## src/rtl/bus_pkg.sv

```systemverilog
// rtl/bus_pkg.sv - shared phase encoding, request record and opcode decode for the nibble bus master
package bus_pkg;

    typedef enum logic [2:0] {
        PH_A1 = 3'd0,
        PH_A2 = 3'd1,
        PH_A3 = 3'd2,
        PH_M1 = 3'd3,
        PH_M2 = 3'd4,
        PH_X1 = 3'd5,
        PH_X2 = 3'd6,
        PH_X3 = 3'd7
    } phase_t;

    localparam logic       OP_FETCH  = 1'b0;
    localparam logic       OP_INJECT = 1'b1;

    localparam logic [3:0] SRC_OPR   = 4'h2;
    localparam logic [3:0] IO_OPR    = 4'hE;
    localparam logic [7:0] WR_FIRST  = 8'hE0;
    localparam logic [7:0] WR_LAST   = 8'hE7;
    localparam logic [7:0] RD_FIRST  = 8'hE8;
    localparam logic [7:0] RD_LAST   = 8'hEF;

    typedef struct packed {
        logic        op;
        logic [11:0] addr;
        logic [7:0]  instr;
        logic [7:0]  wdata;
        logic [1:0]  bank;
    } req_t;

    // SRC is any opcode in the 2x group with the low bit set
    function automatic logic is_src(input logic [7:0] instr);
        return (instr[7:4] == SRC_OPR) && instr[0];
    endfunction

    function automatic logic is_write(input logic [7:0] instr);
        return (instr >= WR_FIRST) && (instr <= WR_LAST);
    endfunction

    function automatic logic is_read(input logic [7:0] instr);
        return (instr >= RD_FIRST) && (instr <= RD_LAST);
    endfunction

endpackage

```

## src/rtl/bus_phase_ctr.sv

```systemverilog
// rtl/bus_phase_ctr.sv - free-running eight-phase counter with the X3 sync marker
module bus_phase_ctr
    import bus_pkg::*;
(
    input  logic   clock,
    input  logic   reset,
    output phase_t phase,
    output logic   sync
);

    phase_t phase_q;
    phase_t phase_d;

    always_ff @(posedge clock or posedge reset) begin
        if (reset) begin
            phase_q <= PH_X3;
        end else begin
            phase_q <= phase_d;
        end
    end

    // X3 wraps to A1 through natural 3-bit overflow
    always_comb begin
        phase_d = phase_t'(phase_q + 3'd1);
    end

    always_comb begin
        phase = phase_q;
        sync  = (phase_q == PH_X3);
    end

endmodule

```

## src/rtl/bus_master.sv

```systemverilog
// rtl/bus_master.sv - accepts one request per bus cycle in X3 and runs it over the next eight phases
module bus_master
    import bus_pkg::*;
(
    input  logic        clock,
    input  logic        reset,
    input  logic        req_valid,
    output logic        req_ready,
    input  logic        req_op,
    input  logic [11:0] req_addr,
    input  logic [7:0]  req_instr,
    input  logic [7:0]  req_wdata,
    input  logic [1:0]  req_bank,
    output logic        resp_valid,
    output logic [7:0]  resp_data,
    input  logic [3:0]  data_i,
    output logic [3:0]  data_o,
    output logic        data_en,
    output logic        sync,
    output logic        rom_cmd,
    output logic [3:0]  ram_cmd_n
);

    phase_t     phase;
    req_t       cur;
    logic       active;
    logic [3:0] opr;
    logic [3:0] opa;
    logic [3:0] rd_nib;
    logic       inj;
    logic       inj_src;
    logic       inj_io;
    logic       inj_wr;
    logic       inj_rd;
    logic       cmd_on;

    bus_phase_ctr u_phase_ctr (
        .clock (clock),
        .reset (reset),
        .phase (phase),
        .sync  (sync)
    );

    assign req_ready = (phase == PH_X3);

    assign inj     = (cur.op == OP_INJECT);
    assign inj_src = inj && is_src(cur.instr);
    assign inj_io  = inj && (cur.instr[7:4] == IO_OPR);
    assign inj_wr  = inj && is_write(cur.instr);
    assign inj_rd  = inj && is_read(cur.instr);

    // X3 both closes the running cycle and opens the next, so acceptance overwrites cur
    always_ff @(posedge clock or posedge reset) begin
        if (reset) begin
            active <= 1'b0;
            cur    <= '0;
            opr    <= 4'h0;
            opa    <= 4'h0;
            rd_nib <= 4'h0;
        end else begin
            if (phase == PH_X3) begin
                active <= req_valid;
                if (req_valid) begin
                    cur <= '{op: req_op, addr: req_addr, instr: req_instr,
                             wdata: req_wdata, bank: req_bank};
                end
            end
            if (active) begin
                case (phase)
                    PH_M1:   opr <= inj ? cur.instr[7:4] : data_i;
                    PH_M2:   opa <= inj ? cur.instr[3:0] : data_i;
                    PH_X2:   if (inj_rd) rd_nib <= data_i;
                    default: ;
                endcase
            end
        end
    end

    always_comb begin
        data_en = 1'b0;
        data_o  = 4'h0;
        cmd_on  = 1'b0;
        if (active) begin
            case (phase)
                PH_A1: begin
                    data_en = 1'b1;
                    data_o  = cur.addr[3:0];
                end
                PH_A2: begin
                    data_en = 1'b1;
                    data_o  = cur.addr[7:4];
                end
                PH_A3: begin
                    data_en = 1'b1;
                    data_o  = cur.addr[11:8];
                    cmd_on  = 1'b1;
                end
                PH_M1: begin
                    data_en = inj;
                    data_o  = inj ? cur.instr[7:4] : 4'h0;
                end
                PH_M2: begin
                    data_en = inj;
                    data_o  = inj ? cur.instr[3:0] : 4'h0;
                    cmd_on  = inj_io;
                end
                PH_X2: begin
                    if (inj_src) begin
                        data_en = 1'b1;
                        data_o  = cur.wdata[7:4];
                        cmd_on  = 1'b1;
                    end else if (inj_wr) begin
                        data_en = 1'b1;
                        data_o  = cur.wdata[3:0];
                    end
                end
                PH_X3: begin
                    if (inj_src) begin
                        data_en = 1'b1;
                        data_o  = cur.wdata[3:0];
                    end
                end
                default: ;
            endcase
        end
    end

    assign rom_cmd    = cmd_on;
    assign ram_cmd_n  = cmd_on ? ~(4'b0001 << cur.bank) : 4'hF;
    assign resp_valid = active && (phase == PH_X3);

    always_comb begin
        resp_data = 8'h00;
        if (resp_valid) begin
            if (!inj) begin
                resp_data = {opr, opa};
            end else if (inj_rd) begin
                resp_data = {4'h0, rd_nib};
            end
        end
    end

endmodule

```

## config.mk

```make
export PLATFORM = sky130hd
export DESIGN_NAME = bus_master
export DESIGN_NICKNAME = d
export VERILOG_FILES = /design/src/rtl/bus_pkg.sv /design/src/rtl/bus_phase_ctr.sv /design/src/rtl/bus_master.sv
export SDC_FILE = /design/constraint.sdc
export NUM_CORES = 1
export LEC_CHECK = 0
export CORE_UTILIZATION = 35
export CTS_BUF_LIST = sky130_fd_sc_hd__clkbuf_2 sky130_fd_sc_hd__clkbuf_4 sky130_fd_sc_hd__clkbuf_8
export DETAILED_ROUTE_END_ITERATION = 8
export SYNTH_ARGS = -nofsm -noshare
export SYNTH_HDL_FRONTEND = slang
export SYNTH_SLANG_ARGS = --single-unit
```

## constraint.sdc

```tcl
create_clock -name clock -period 2.85 [get_ports clock]
set_input_delay 0.57 -clock clock [delete_from_list [all_inputs] [get_ports clock]]
set_output_delay 0.57 -clock clock [all_outputs]
set_load 0.005 [all_outputs]
```

# Word level (Yosys, flattened, before mapping)
# Cells that the tools add are included.
[totals]
wordCells = 60
ff_bits = 47
[classes]
magnitude_cmp = 4
addsub = 1
shifts = 1
n_reduce_logical = 15
muxes = 20
eq_ne = 8
n_bitwise = 1
[op_table]
columns = ["op", "count"]
rows = [
  ["two-way mux 4 bit", 10],
  ["case mux 4 bit (7 select lines)", 1],
  [">= comparator 8 bit, second input constant", 2],
  ["<= comparator 8 bit, second input constant", 2],
  ["two-way mux 8 bit", 2],
  ["equality test 3 bit, second input constant", 3],
  ["logical AND 1 bit", 8],
  ["equality test 3 x 2 -> 1 bit, second input constant", 2],
  ["AND reduction 2 bit", 3],
  ["two-way mux 1 bit", 5],
  ["equality test 4 x 2 -> 1 bit, second input constant", 1],
  ["equality test 4 bit, second input constant", 1],
  ["inverter 4 bit", 1],
  ["case mux 1 bit (4 select lines)", 1],
  ["left shift 1 x 2 -> 4 bit, first input constant", 1],
  ["adder 3 x 1 -> 3 bit, second input constant", 1],
  ["equality test 3 x 1 -> 1 bit, second input constant", 1],
  ["logical NOT 3 bit", 1],
  ["case mux 1 bit (3 select lines)", 1],
  ["AND reduction 3 bit", 1],
  ["OR reduction 3 bit", 1],
  ["OR reduction 2 bit", 1],
]

# Depth between registers and ports, before layout
# Gate-level depths: netlist (run 1).
[depth]
word_depth = 7
mapped_depth = 7

# By module
# A second synthesis (run 1) with hierarchy kept.
[unflattened]
cells_unflattened = 215
hier_area_um2 = 2382.3
[modules_own_cells]
columns = ["mod", "cells_per_inst", "seq_area_each_um2", "area_per_inst_um2", "n_inst"]
rows = [
  ["bus_master", 208, 1101.1, 2270.9, 1],
  ["bus_phase_ctr", 7, 78.8, 111.4, 1],
]

# Worst setup path before layout (run 1)
# Ideal clock, no wire load.
[synth_path]
kind = "register to output"
startpoint = "register u_phase_ctr.phase_q[2], in the netlist u_phase_ctr.phase[2]"
endpoint = "output port data_o[0]"
slack_ps = 511
n_path_buf = 2
path_stages_with_launch = 8
required_ps = 2280
arrival_ps = 1769
cell_sequence = "dfstp_2 > buf_2 > inv_1 > ha_1 > clkbuf_1 > a32o_1 > a311oi_1 > a31oi_1"
[synth_via]
elab_chain_len = 3
word_cells_on_any_way = 9
[synth_rtl]
columns = ["element", "line_no", "source"]
rows = [
  ["from (decl)", "bus_phase_ctr.sv:11", "phase_t phase_q;"],
  ["from (signal assigned)", "bus_phase_ctr.sv:18", "phase_q <= phase_d;"],
  ["equality test 3 bit (tied with other cells)", "bus_master.sv:84", "case (phase)"],
  ["case mux 4 bit (7 select lines) *", "bus_master.sv:84", ""],
  ["two-way mux 4 bit *", "bus_master.sv:83", "if (active) begin"],
  ["to (decl)", "bus_master.sv:17", "output logic [3:0] data_o,"],
]
# Every way passes the cells marked *; elsewhere a longest branch is shown, timed or not.

# Final worst setup path (run 1)
[layout_path]
startpoint = "register u_phase_ctr.phase_q[1], in the netlist u_phase_ctr.phase[1]"
endpoint = "output port data_en"
[layout_via]
elab_chain_len = 4
word_cells_on_any_way = 11
[layout_rtl]
columns = ["element", "line_no", "source"]
rows = [
  ["equality test 3 x 2 -> 1 bit (tied with other cells)", "bus_master.sv:84", ""],
  ["OR reduction 3 bit (no line) / OR reduction 2 bit (equally long branches)", "n/a", ""],
  ["case mux 1 bit (4 select lines) *", "bus_master.sv:84", ""],
  ["two-way mux 1 bit *", "bus_master.sv:83", ""],
  ["to (decl)", "bus_master.sv:18", "output logic data_en,"],
]
# Marks and branches as above.

==> impl_metrics.ini, run 1 <==
[synth]
yosys_warnings = 0
syn_inst = 208
syn_nets = 252
netlist_area_mm2 = 0.00243
ys_ff_latch = 47
synth_area_leaders = dfrtp_1, mux2_2, dfstp_2
synth_cell_types = 40
synth_top_area_share_pct = 45.4
syn_avg_cell_area_um2 = 11.7
synth_seq_area_share_pct = 48.6
netlist.top_cell.by_area = dfrtp_1

[global_route]
grt_pass1_vias = 1891
grt_max_degree = 48
grt_usage_pct = 16.2
grt_pass1_wl_mm = 9.23
antenna_found_initial = 0
globalRouteOverflowTotal = 0

[final_layout]
diodes = 0
layout.cells.non_filler = 355
fin_util_pct = 51.6
multi_input_area_mm2 = 0.00123
drive_above_1_share_pct = 31.7
nFillCells = 603
syn2layout_area_growth_pct = 38.9
final_net_count = 321
seq_area_mm2 = 0.00118

[clock_network]
cts_tree = done
clock-sinks = 47
root_buffer = clkbuf_8
clk_path_buf_depth = 2
numCtsBuffers = 5
clk-insertion-delay-late_ns = 0.30
cts.clk_slew.worst_paths_ns = 0.09
htree_levels = 2

[worst_setup_path]
path_max_fanout = 4
critPathLaunchType = flip-flop
cp-endpoint = data_en
cp.required_ns = 2.28
path_cells = buf_6 -> ha_4 -> nand4_1 -> nor4b_4 -> buf_4 -> a21oi_1 -> a31oi_1 -> dlygate4sd2_1
reg2reg_depth = 4
worstSetupPathType = flip-flop to primary output
crit_path_max_incr_delay_ns = 0.60
critPathArrivalTime_ns = 2.28
cp-end-kind = primary output
crit_cells = 8
r2r_setup_slack_ns = 1.10
path_buf_inv = 3
timing.rr.end = opr[3]
slowest_stage = dfstp_2
path_delay_family = flip-flops
rr_startpoint = u_phase_ctr.phase[2]
startpoint = u_phase_ctr.phase[1]

[timing]
final_max_slew_viol_count = 0
period_minus_slack_ns = 2.85
grt_setup_unrepaired = true
fin_crit_sh_pct = 100
setup_viol = 1
clock.fmax_ghz = 0.350
hold_viol_final = 0
clock_skew_ns = 0.00726
relSlewSlack_pct = 61.0
hold_slack_ns = 0.475
layout_setup_ws_ns = -0.00317
tightest_slew_ns = 0.585

[hold_path]
hp-class = flip-flop to flip-flop

[drt]
wire_per_inst_um = 15.5
post-route-drc-count = 0
drt_pass1_iterations = 4
drt_iter0_drc = 102
totalWireLength_mm = 5.51
via_count = 1844
ant_nets = 0
vias_per_cell = 5.19

[floorplan]
coreArea_mm2 = 0.00653
io_pins = 59
die_h_um = 85.3
dieWidth_um = 85.3
rows = 29
die_area_mm2 = 0.00727
start_util_pct = 37.1

[pwr]
cellPowerDensity_mw_per_mm2 = 422
finalPower_mw = 1.42
p_seq_share_pct = 55.1
peakVddDrop_mv = 0.313
p_sw_mw = 0.337
intPower_mw = 1.08
p_leak_nw = 1.55
clkPwrFrac_pct = 31.1
pwr-share-comb_pct = 13.8
switching_share_pct = 23.7

[placement]
place.gp.congestion = 0.816
pre_cts_slack_ns = 0.0331
port_buffers = 58
hpwl_mm = 4.03
dp_cells = 343

[status]
status = finished with violations
violations = negative setup slack

[flow_run]
max-cap-violations = 0
-- cell usage after synthesis --
library cell,count
dfrtp_1,44
a22oi_1,1
nor4b_4,1
nand4_1,2
nand3_1,1
dfstp_2,3
nor2_1,5
nor3_1,2
inv_1,8
nand2b_1,1
and3_1,1
buf_6,1
nand4b_1,3
mux2_4,4
a32o_1,2
a22o_1,7
nand2_1,14
o21ai_0,13
a221oi_1,2
a41oi_1,1
buf_2,7
nor4b_2,1
a311oi_1,1
a222oi_1,2
nor2b_1,7
and2_1,7
o21ai_1,2
mux2_2,32
nor4_2,1
a21o_1,1
buf_4,3
a31oi_1,2
a2bb2oi_1,1
o31ai_1,2
and3_4,1
nand4_4,1
ha_1,6
a21oi_1,11
clkbuf_1,2
a32oi_1,2
-- layout by cell type (no fill, tap or decap), drive strengths merged, types with 10 or more instances in the layout --
| master | Yosys | routed |
|---|---|---|
| dlymetal6s2s | 0 | 12 |
| buf | 11 | 19 |
| mux2 | 36 | 36 |
| a21oi | 11 | 11 |
| o21ai | 15 | 15 |
| clkbuf | 2 | 10 |
| dfrtp | 44 | 44 |
| nand2 | 14 | 14 |
| clkdlybuf4s50 | 0 | 41 |
-- power groups by stage --
stage / combinational, mW / clock [mW] / sequential, mW
6_report: 0.196 / 0.442 / 0.783
3_5_place_dp: 0.199 / 0 / 0.795
4_1_cts: 0.199 / 0.457 / 0.783
2_1_floorplan: 0.117 / 0 / 0.772
3_3_place_gp: 0.196 / 0 / 0.795
5_1_grt: 0.219 / 0.483 / 0.793
-- registers in the layout, summed over array words and instances, names as in the netlist --
signal / flops
active: 1
inj: 1
rd_nib: 4
u_phase_ctr.phase: 3
opr: 4
opa: 4
cur: 30
-- per-layer routing --
| metal | routed length, um | global-route usage, % |
|---|---|---|
| met1 | 2580 | 22.1 |
| met2 | 2620 | 26.2 |
| met3 | 252 | 3.70 |
| met4 | 61 | 4.24 |
| met5 | 0 | 0 |
-- worst reg2reg max path, stage by stage (launching register included) --
cell and delay (ns):
dfstp_2 0.64, inv_1 0.11, ha_1 0.31, nand2_1 0.23
mux2_2 0.36
-- cells by family (layout without fill, tap and decap cells) --
| logic type | count (synthesis) | after routing | share of synthesized area [%] |
|---|---|---|---|
| simple gates | 48 | 48 | 12.7 |
| flops | 47 | 47 | 48.6 |
| compound gates | 50 | 50 | 13.8 |
| fa+ha+maj | 6 | 6 | 3.09 |
| mux | 36 | 36 | 17.3 |
| buf+inv | 21 | 91 | 4.38 |
-- final cells by class --
class	instances	area share (%)
multi-input cells	140	36.5
flip-flops and latches	47	35.0
repair buffers	75	21.6
clock buffers	8	3.08
well taps	77	2.86
inverters	8	0.965
-- timing repair --
item                       in CTS  in global routing
gates resized for setup        18                 33
setup endpoints to repair      18                 17
hold buffers                    0                  0
pin swaps                       6                 12
buffers inserted                1                  3
-- per-stage QoR --
stage | area [um2] | TNS (ns)
2_1_floorplan | 2430 | 0
3_3_place_gp | 3120 | 0
3_5_place_dp | 3120 | 0
4_1_cts | 3280 | -0.878
5_1_grt | 3370 | -0.295
6_report | 3370 | -0.00317
-- how the worst min path moves through the flow --
stage / start / to / slack, ns / cells past startpoint
final: opr[0] / opr[0] / 0.47 / 2
after global routing: opr[1] / opr[1] / 0.52 / 2
after CTS: opr[0] / opr[0] / 0.49 / 2
after detailed placement: opr[0] / opr[0] / 0.47 / 2
after global placement: opr[2] / opr[2] / 0.46 / 2
after floorplan: opr[0] / opr[0] / 0.44 / 2
No activity file was read; power rests on OpenSTA's default activity.
==> inputs of run 2 (changes only) <==
- CORE_UTILIZATION: 35 -> 51
- PLACE_DENSITY: not set -> 0.82
==> impl_metrics.ini, run 2 (same netlist as run 1, synthesis figures left out) <==
[floorplan]
io_pins = 59
coreArea_mm2 = 0.00447
die_h_um = 71.0
start_util_pct = 54.2
die_area_mm2 = 0.00504
dieWidth_um = 71.0
rows = 24

[final_layout]
drive_above_1_share_pct = 33.8
nFillCells = 280
final_cell_mix = dfrtp_1, clkdlybuf4s50_1, mux2_2, buf_4, nand2_1
largest_reg_flops = 30
layout.cells.non_filler = 339
multi_input_area_mm2 = 0.00124
final_area_mm2 = 0.00344
seq_area_mm2 = 0.00118
syn2layout_area_growth_pct = 41.6
fin_util_pct = 76.8
top_register = cur
final_net_count = 330
diodes = 0
final_common_cell = dfrtp_1

[status]
violations = design-rule violations, negative setup slack
status = finished with violations

[worst_setup_path]
path_max_fanout = 5
cp.required_ns = 2.28
critPathArrivalTime_ns = 2.32
worstSetupPathType = flip-flop to primary output
cp-end-kind = primary output
startpoint = cur[14]
critPathLaunchType = flip-flop
rr_startpoint = u_phase_ctr.phase[1]
r2r_setup_slack_ns = 0.82

[timing]
setup_viol = 2
tightest_slew_ns = 0.864
relSlewSlack_pct = 42.1
hold_slack_ns = 0.481
clock_skew_ns = 0.0103
period_minus_slack_ns = 2.89
hold_viol_final = 0
fin_crit_sh_pct = 101
grt_setup_unrepaired = true
layout_setup_ws_ns = -0.0417
clock.fmax_ghz = 0.346
final_max_slew_viol_count = 0

[clock_network]
numCtsBuffers = 5
clk_path_buf_depth = 2
cts_tree = done
clk-insertion-delay-late_ns = 0.30
cts.clk_slew.worst_paths_ns = 0.09
root_buffer = clkbuf_8
clock-sinks = 47
htree_levels = 2
cts_hold_buf = 0

[flow_run]
max-cap-violations = 0

[pwr]
intPower_mw = 1.14
p_leak_nw = 1.61
switching_share_pct = 23.8
pwr-share-comb_pct = 13.5
p_sw_mw = 0.356
peakVddDrop_mv = 0.331
p_seq_share_pct = 52.9
cellPowerDensity_mw_per_mm2 = 434
clkPwrFrac_pct = 33.6

[drt]
ant_nets = 0
via_count = 2017
vias_per_cell = 5.95
post-route-drc-count = 3
drt_pass1_iterations = 9
totalWireLength_mm = 6.24
wire_per_inst_um = 18.4
drt_iter0_drc = 150

[placement]
place.gp.congestion = 0.874
hpwl_mm = 4.16
port_buffers = 58
pre_cts_slack_ns = 0.0377
placed_cell_area_mm2 = 0.00313
dp_cells = 319

[hold_path]
hp-class = flip-flop to flip-flop
hold_start = opr[2]

[global_route]
grt_pass1_wl_mm = 9.66
globalRouteOverflowTotal = 0
antenna_found_initial = 0
grt_pass1_vias = 1944
grt_max_degree = 26
grt_usage_pct = 25.1
[run 2: critical path, cell delays in order, from the launching register on]
cell,delay [ns]
dfrtp_1,0.44
nand4b_1,0.32
buf_4,0.22
nor4_2,0.45
nand2_1,0.13
a31oi_1,0.20
dlygate4sd2_1,0.26
[run 2: layout make-up]
cell class              count  area share, %
multi-input cells         140           36.1
flip-flops and latches     47           34.3
repair buffers             84           23.5
clock buffers               7           2.44
well taps                  52           1.89
inverters                   8          0.947
clock inverters             1          0.874
[run 2: what timing repair did]
item	in CTS	in global routing
pin swaps	10	6
cloned	0	0
gates resized for setup	29	20
setup buffers	4	8
setup endpoints to repair	18	16
hold endpoints to repair	0	0
[run 2: power groups by stage]
stage | logic (mW) | clock network (mW) | registers, mW
after global routing | 0.222 | 0.532 | 0.797
after floorplan | 0.117 | 0 | 0.772
after CTS | 0.199 | 0.507 | 0.785
after detailed placement | 0.198 | 0 | 0.797
after global placement | 0.191 | 0 | 0.794
final | 0.202 | 0.501 | 0.789
[run 2: routing by layer]
metal	vias up	global-route usage (%)	part of all wire, %
li1	915	-	-
met1	999	33.3	43
met2	92	42.0	49
met3	11	4.42	6.2
met4	0	8.00	2.4
met5	-	0	0
[run 2: worst paths after layout]
kind                                   to  cells after the start
worst max register to register     cur[2]                      6
worst max-delay path            data_o[0]                      6
worst min register to register     opr[2]                      2
worst min-delay path               opr[2]                      2
min in group asynchronous          cur[3]                      2
max in group asynchronous          active                      3
[run 2: through the flow]
stage               power [mW]  setup TNS (ns)
floorplan                0.889               0
global placement         0.985               0
detailed placement       0.995               0
CTS                       1.49          -0.690
global route              1.55          -0.485
finish                    1.49         -0.0610
==> inputs of run 3 (changes only) <==
- MAX_ROUTING_LAYER: not set -> met4
- SLEW_MARGIN: not set -> 20
- clock period: 2.85 -> 3.51 ns (I/O delays scaled with it)
==> impl_metrics.ini, run 3 (same netlist as run 1, synthesis figures left out) <==
[global_route]
antenna_found_initial = 0
grt_usage_pct = 24.0
grt_pass1_vias = 1936
globalRouteOverflowTotal = 0
grt_pass1_wl_mm = 9.10
grt_max_degree = 29

[worst_setup_path]
path_max_fanout = 10
slowest_stage = dfstp_2
path_cells = ha_4 -> nand4_1 -> nor4b_4 -> buf_4 -> a21oi_1 -> a31oi_1 -> clkdlybuf4s50_1
critPathLaunchType = flip-flop
rr_startpoint = u_phase_ctr.phase[1]
cp-end-kind = primary output
path_delay_family = buffers and inverters
critPathArrivalTime_ns = 2.60
crit_path_max_incr_delay_ns = 0.58
cp.required_ns = 2.81
worstSetupPathType = flip-flop to primary output
startpoint = u_phase_ctr.phase[1]
path_buf_inv = 2
reg2reg_depth = 5
crit_cells = 7

[drt]
totalWireLength_mm = 5.30
drt_iter0_drc = 144
post-route-drc-count = 3
wire_per_inst_um = 16.8
via_count = 1833
vias_per_cell = 5.80
drt_pass1_iterations = 7
ant_nets = 0

[pwr]
pwr-share-comb_pct = 13.6
clkPwrFrac_pct = 27.9
peakVddDrop_mv = 0.221
cellPowerDensity_mw_per_mm2 = 350
intPower_mw = 0.830
switching_share_pct = 24.3
p_seq_share_pct = 58.5
p_sw_mw = 0.266
p_leak_nw = 1.31
finalPower_mw = 1.10

[timing]
relSlewSlack_pct = 61.0
fin_crit_sh_pct = 94.2
grt_setup_unrepaired = false
clock_skew_ns = 0.00747
tightest_slew_ns = 0.584
period_minus_slack_ns = 3.31
final_max_slew_viol_count = 0
fin_setup_tns_ns = 0
clock.fmax_ghz = 0.302
hold_viol_final = 0
setup_viol = 0

[final_layout]
final_common_cell = clkdlybuf4s50_1
multi_input_area_mm2 = 0.00116
syn2layout_area_growth_pct = 29.1
fin_util_pct = 70.0
largest_reg_flops = 30
nFillCells = 350
drive_above_1_share_pct = 22.0
final_net_count = 309
final_cell_mix = clkdlybuf4s50_1, dfrtp_1, mux2_2, nand2_1, o21ai_0
top_register = cur
seq_area_mm2 = 0.00118
diodes = 0

[flow_run]
max-cap-violations = 0

[clock_network]
htree_levels = 2
numCtsBuffers = 5
clk-insertion-delay-late_ns = 0.30
cts_hold_buf = 0
cts.clk_slew.worst_paths_ns = 0.08
clock-sinks = 47
root_buffer = clkbuf_8
clk_path_buf_depth = 2
cts_tree = done

[floorplan]
coreArea_mm2 = 0.00447
io_pins = 59
rows = 24
dieWidth_um = 71.0
die_h_um = 71.0
start_util_pct = 54.2
die_area_mm2 = 0.00504

[hold_path]
hold_start = opr[0]
holdPathStages = 2
hp-class = flip-flop to flip-flop

[placement]
hpwl_mm = 3.89
port_buffers = 58
place.gp.congestion = 0.858

[status]
violations = design-rule violations
status = finished with violations
==> run 3: changes by cell type in the layout (fill, tap and decap cells not counted), moves of 3 or more <==
cell / delta
dlymetal6s2s_1: -10
clkdlybuf4s50_1: +17
dlygate4sd2_1: -4
buf_4: -19
ha_4: -3
ha_1: +5
==> run 3: final cells by class <==
type	count	share of cell area, %
repair buffers	63	19.7
flip-flops and latches	47	37.7
inverters	8	0.958
clock buffers	6	2.44
multi-input cells	140	37.1
well taps	52	2.08
==> run 3: worst min-delay path, delay by kind of cell, from the launching register on <==
family	cells	cell delay, ns
flops	1	0.34
simple gates	1	0.04
compound gates	1	0.06
==> run 3: power groups by stage <==
stage / logic [mW] / clock network (mW) / registers (mW)
after floorplan: 0.0949 / 0 / 0.627
after global placement: 0.145 / 0 / 0.648
after detailed placement: 0.149 / 0 / 0.650
after CTS: 0.150 / 0.314 / 0.639
after global routing: 0.166 / 0.333 / 0.649
final: 0.149 / 0.306 / 0.641
==> run 3: per-stage QoR <==
| step | hold slack (ns) | area, um2 | setup slack [ns] | cells |
|---|---|---|---|---|
| final | 0.484 | 3130 | 0.204 | 316 |
| after global placement | 0.461 | 3030 | 0.457 | 309 |
| after detailed placement | 0.463 | 3030 | 0.360 | 309 |
| after floorplan | 0.442 | 2430 | 1.04 | 208 |
| after global routing | 0.520 | 3130 | 0.0214 | 316 |
| after CTS | 0.481 | 3100 | 0.0116 | 315 |
==> run 3: repair_timing <==
action	in CTS	in global routing
resized for setup	0	4
setup endpoints to repair	0	5
endpoints found under the hold margin	0	0
buffers inserted	0	1
==> run 3: per-layer routing <==
metal	global-route usage (%)	up-vias	share of wire, %
li1	-	870	-
met3	3.42	6	5.0
met4	8.67	0	0.91
met1	32.3	894	46
met5	-	-	0
met2	37.3	63	48
==> run 3: final timing paths <==
path	slack (ns)	to
worst max-delay path	0.20	data_en
worst min-delay path	0.48	opr[0]
worst max register to register	1.27	cur[13]
worst min register to register	0.48	opr[0]
max in group asynchronous	2.05	cur[10]
min in group asynchronous	0.78	rd_nib[3]
